`config.mk`:
```
export PLATFORM = sky130hd
export DESIGN_NAME = note_oscillator
export DESIGN_NICKNAME = d
export VERILOG_FILES = /design/src/rtl/note_oscillator.sv
export SDC_FILE = /design/constraint.sdc
export NUM_CORES = 1
export LEC_CHECK = 0
export CAP_MARGIN = 20
export CORE_ASPECT_RATIO = 0.9
export CORE_MARGIN = 3
export CORE_UTILIZATION = 40
export CTS_BUF_LIST = sky130_fd_sc_hd__clkbuf_2
export CTS_CLUSTER_SIZE = 28
export DETAILED_ROUTE_END_ITERATION = 8
export HOLD_SLACK_MARGIN = 0.12
export SLEW_MARGIN = 25
export SYNTH_ARGS = -nofsm -noshare
export SYNTH_HDL_FRONTEND = slang
export SYNTH_SLANG_ARGS = --single-unit
export TNS_END_PERCENT = 100
```
`constraint.sdc`:
```
create_clock -name clk -period 6.48 [get_ports clk]
set_input_delay 0.972 -clock clk [delete_from_list [all_inputs] [get_ports clk]]
set_output_delay 0.972 -clock clk [all_outputs]
set_load 0.02 [all_outputs]
```
`src/rtl/note_oscillator.sv`:
```
`default_nettype none
// =============================================================================
// Module   : note_oscillator
// Purpose  : Single-voice DDS tone generator with click-free note changes,
//            emitting square / saw / triangle 8-bit samples at SAMPLE_DIV rate.
// Revision : 1.0  initial release
// =============================================================================
module note_oscillator #(
  parameter int SAMPLE_DIV = 1000,
  parameter int PHASE_W    = 24
) (
  input  logic       clk,
  input  logic       reset_n,
  input  logic [7:0] note_code,
  input  logic       note_valid,
  input  logic [1:0] wave_sel,
  output logic [7:0] sample,
  output logic       sample_valid,
  output logic       playing
);

  localparam int               DIV_W      = (SAMPLE_DIV > 1) ? $clog2(SAMPLE_DIV) : 1;
  localparam logic [DIV_W-1:0] c_div_last = DIV_W'(SAMPLE_DIV - 1);

  typedef enum logic [1:0] {
    S_IDLE   = 2'd0,
    S_PLAY   = 2'd1,
    S_CHANGE = 2'd2
  } state_t;

  state_t             r_state;
  state_t             w_state_nx;
  logic [DIV_W-1:0]   r_div;
  logic               w_tick;
  logic [PHASE_W-1:0] r_phase;
  logic [PHASE_W-1:0] w_phase_nx;
  logic [PHASE_W-1:0] r_inc;
  logic [PHASE_W-1:0] w_inc_nx;
  logic [PHASE_W-1:0] w_sum;
  logic               w_carry;
  logic [PHASE_W-1:0] w_new_inc;
  logic [23:0]        w_inc7;
  logic               w_new_play;
  logic [7:0]         r_pend_code;
  logic [7:0]         w_pend_code_nx;
  logic               r_pend_flag;
  logic               w_pend_flag_nx;
  logic [7:0]         r_sample;
  logic [7:0]         w_sample_nx;
  logic               r_sample_valid;
  logic [8:0]         w_p;

  // Octave-7 increments: round(f * 2^24 / 40 kHz), C7 .. B7.
  always_comb begin
    w_inc7 = 24'd0;
    case (r_pend_code[3:0])
      4'd0:    w_inc7 = 24'd877870;
      4'd1:    w_inc7 = 24'd930071;
      4'd2:    w_inc7 = 24'd985375;
      4'd3:    w_inc7 = 24'd1043969;
      4'd4:    w_inc7 = 24'd1106047;
      4'd5:    w_inc7 = 24'd1171815;
      4'd6:    w_inc7 = 24'd1241495;
      4'd7:    w_inc7 = 24'd1315318;
      4'd8:    w_inc7 = 24'd1393531;
      4'd9:    w_inc7 = 24'd1476395;
      4'd10:   w_inc7 = 24'd1564186;
      4'd11:   w_inc7 = 24'd1657197;
      default: w_inc7 = 24'd0;
    endcase
  end

  assign w_new_inc  = PHASE_W'(w_inc7) >> (3'd7 - r_pend_code[6:4]);
  assign w_new_play = r_pend_code[7] && (r_pend_code[3:0] < 4'd12);
  assign w_tick     = (r_div == c_div_last);

  assign {w_carry, w_sum} = {1'b0, r_phase} + {1'b0, r_inc};
  assign w_p              = w_phase_nx[PHASE_W-1 -: 9];

  always_comb begin
    w_state_nx     = r_state;
    w_phase_nx     = r_phase;
    w_inc_nx       = r_inc;
    w_pend_code_nx = r_pend_code;
    w_pend_flag_nx = r_pend_flag;
    w_sample_nx    = r_sample;

    if (w_tick) begin
      case (r_state)
        S_IDLE: begin
          w_phase_nx = '0;
          if (r_pend_flag) begin
            w_pend_flag_nx = 1'b0;
            if (w_new_play) begin
              w_inc_nx   = w_new_inc;
              w_phase_nx = w_new_inc;
              w_state_nx = S_PLAY;
            end
          end
        end
        S_PLAY: begin
          w_phase_nx = w_sum;
          if (r_pend_flag) begin
            w_state_nx = S_CHANGE;
          end
        end
        S_CHANGE: begin
          w_phase_nx = w_sum;
          // Only swap notes on the period boundary so the waveform never jumps.
          if (w_carry) begin
            w_pend_flag_nx = 1'b0;
            if (w_new_play) begin
              w_inc_nx   = w_new_inc;
              w_state_nx = S_PLAY;
            end else begin
              w_phase_nx = '0;
              w_state_nx = S_IDLE;
            end
          end
        end
        default: begin
          w_phase_nx = '0;
          w_state_nx = S_IDLE;
        end
      endcase

      w_sample_nx = 8'h00;
      if (w_state_nx != S_IDLE) begin
        case (wave_sel)
          2'd0:    w_sample_nx = w_p[8] ? 8'hFF : 8'h00;
          2'd1:    w_sample_nx = w_p[8:1];
          2'd2:    w_sample_nx = w_p[8] ? ~w_p[7:0] : w_p[7:0];
          default: w_sample_nx = 8'h00;
        endcase
      end
    end

    // A strobe coincident with an apply becomes the next pending note.
    if (note_valid) begin
      w_pend_code_nx = note_code;
      w_pend_flag_nx = 1'b1;
    end
  end

  always_ff @(posedge clk or negedge reset_n) begin
    if (!reset_n) begin
      r_div          <= '0;
      r_state        <= S_IDLE;
      r_phase        <= '0;
      r_inc          <= '0;
      r_pend_code    <= 8'h00;
      r_pend_flag    <= 1'b0;
      r_sample       <= 8'h00;
      r_sample_valid <= 1'b0;
    end else begin
      r_div          <= w_tick ? '0 : r_div + 1'b1;
      r_state        <= w_state_nx;
      r_phase        <= w_phase_nx;
      r_inc          <= w_inc_nx;
      r_pend_code    <= w_pend_code_nx;
      r_pend_flag    <= w_pend_flag_nx;
      r_sample       <= w_sample_nx;
      r_sample_valid <= w_tick;
    end
  end

  assign sample       = r_sample;
  assign sample_valid = r_sample_valid;
  assign playing      = (r_state == S_PLAY) || (r_state == S_CHANGE);

endmodule
`default_nettype wire

```
==> results.cfg <==
[yosys]
syn_nets = 706
async_flop_share = 1.000
synth_ff_type = dfrtp_1
synth-edff-count = 0
syn_inst = 660
ys_types = 75
synth_warnings = 0
syn_avg_cell_area_um2 = 8.440
syn_area_um2 = 5570
synth_seq_area_share = 0.3369
ys_seq_elements = 75

[cts]
root_buffer = clkbuf_2
cts_max_path_buffers = 2
ctsHoldBuffers = 0
clock-sinks = 75
tritoncts = yes
clk_latency_ns = 0.59
cts.clk_slew.worst_paths_ns = 0.23
ctsResizeCount = 0
cts_setup_buffers = 0
numCtsBuffers = 9
cts.htree.levels = 3

[worst_setup_path]
critPathMaxFanout = 16
r2r-start = r_phase[0]
ff2ff_setup_slack_ns = 2.81
critical_path_arrival_ns = 4.16
critPathCaptureType = flip-flop
path_class = reg -> reg
critPathRequiredTime_ns = 6.97
start_kind = flip-flop
reg2reg_to = sample[1]
critPathLaunch = r_phase[0]
r2r_cells = 11

[pwr]
p_seq_frac = 0.531
ir_worst_vdd_uv = 97.79
internal_power_uw = 627.7
p_comb_frac = 0.203
p_sw_frac = 0.3268
clkPwrFrac = 0.266
p_total_uw = 932.3
leakage_nw = 2.678
powerDensity_nw_per_um2 = 156.2
switching_power_uw = 304.7

[floorplan]
ioPinCount = 23
row_count = 40
die_w_um = 130.4
coreArea_um2 = 13460
die_area_um2 = 15380
initial_core_util = 0.4138
die_y_um = 118.0

[outcome]
outcome = complete, no violations

[routing]
vias = 4848
wl_um = 14010
drtIter0Drc = 450
drc = 0
avgRoutedWirePerCell_um = 16.85
drtAntennaViolNets = 0
firstDrtPassIters = 5
avgViaCountPerCell = 5.834

[timing]
maxSlewViolCount = 0
max_freq_mhz = 272.3
min_period_ns = 3.672
fin_tns_setup_ns = 0
fin_crit_sh = 0.5667
finalClockSkew_ns = 0.03467
rsz0062_at_grt = no
slew_headroom = 0.3244
worstMarginPinSlew_ns = 1.013
setup_viol = 0
timing_hold_violations_final = 0

[placement]
io_buffers = 22
place.gp.congestion = 0.8761
dp.final_hpwl_um = 10060

[global_route]
grt_antenna_before_repair = 0
grt_pass1_vias = 4645
grt_max_degree = 76
grt_use_total = 0.1878
gr-total-overflow = 0
grt_pass1_wl_um = 23380

[cells_and_area]
fin_nets = 705
fillers = 1346
layout_commonest_cell = o21ai_0
drive_above_1_share = 0.05882
n_antenna_cell = 0
syn2layout_area_growth_pct = 7.143
layout_common_cells = o21ai_0, dfrtp_1, nand2_1, nor2_1, a21oi_1

[min_path]
hold_class = in -> async

[job]
max_cap_violations = 0
==> through the flow <==
step	hold WS [ns]	area, um^2	utilization	std cells	setup slack, ns
floorplan	0.4371	5570	-	660	3.518
global placement	0.4629	5869	0.4360	816	2.975
detailed placement	0.4722	5869	0.4360	816	2.878
CTS	0.4974	5964	0.4430	831	2.817
global route	0.3907	5968	0.4433	831	2.556
finish	0.3589	5968	0.4433	831	2.808
==> layout make-up <==
cell class / count / area, um^2 / share of cell area
timing repair buffer: 24 / 236.5 / 0.03962
clock inverter: 5 / 45.04 / 0.007547
sequential: 75 / 1877 / 0.3145
tap: 168 / 210.2 / 0.03522
multi-input combinational: 524 / 3456 / 0.5790
clock buffer: 10 / 50.05 / 0.008386
inverter: 25 / 93.84 / 0.01572
==> registers in the layout, summed over array words and instances, names as in the netlist <==
register and flops:
r_phase 24, r_pend_code 8, sample_valid 1, r_div 10, r_pend_flag 1, r_inc 21
sample 8, r_state 2
==> worst max path at each step <==
stage	cells after the start	endpoint	slack, ns
after floorplan	11	sample[1]	3.52
after global placement	11	sample[1]	2.97
after detailed placement	11	sample[1]	2.88
after CTS	11	sample[1]	2.82
after global routing	11	sample[1]	2.56
final	11	sample[1]	2.81
==> worst max-delay path, stage by stage, from the launching register on <==
cell and delay (ns):
dfrtp_1 0.42, ha_1 0.25, fa_1 0.44, a211oi_1 0.25, nor2_1 0.12, a21oi_1 0.28, o21ai_2 0.17, o21ai_1 0.40
and2_1 0.66, a21oi_1 0.22, and2_1 0.22, o221ai_1 0.17
==> power by group through the flow <==
stage	combinational [mW]	clock (mW)	sequential, mW
after floorplan	0.143	0	0.486
after global placement	0.186	0	0.503
after detailed placement	0.188	0	0.503
after CTS	0.189	0.260	0.495
after global routing	0.212	0.279	0.498
final	0.189	0.248	0.495
==> logic make-up after synthesis <==
logic type      share of synthesized area
compound gates                     0.2747
simple gates                       0.1707
flops                              0.3369
buf+inv                           0.04268
mux                               0.06177
fa+ha+maj                         0.07547
xor+xnor                          0.03774
==> synth_stat cells, drive strengths merged, types with 3 or more instances <==
cell,n,area [um^2]
a21o,9,67.56
buf,5,27.52
a41oi,3,33.79
ha,32,400.4
o221ai,9,78.83
inv,24,90.09
nand4,3,18.77
or3,4,30.03
a31oi,10,77.57
and3,4,25.02
nor3,6,30.03
mux2,11,123.9
nor2b,7,43.79
nor2,55,206.5
a21oi,46,230.2
o21ai,85,429.2
o21bai,3,22.52
o22ai,5,31.28
a211oi,11,92.58
o21a,4,30.03
nand2b,7,43.79
nand2,73,284.0
mux2i,22,220.2
xor2,9,78.83
a32o,3,30.03
a221o,5,50.05
nand3,15,80.08
and2,13,83.84
dfrtp,75,1877
clkbuf,31,116.4
and4,5,46.29
xnor2,15,131.4
a22oi,12,90.09
o211ai,4,30.03
==> per-layer routing <==
metal | track usage | share of wire | up-vias
li1 | - | - | 2418
met1 | 0.2721 | 0.49 | 2299
met2 | 0.2766 | 0.44 | 110
met3 | 0.05399 | 0.050 | 21
met4 | 0.04434 | 0.014 | 0
met5 | 0 | 0 | -
No activity file was read; power rests on OpenSTA's default activity.
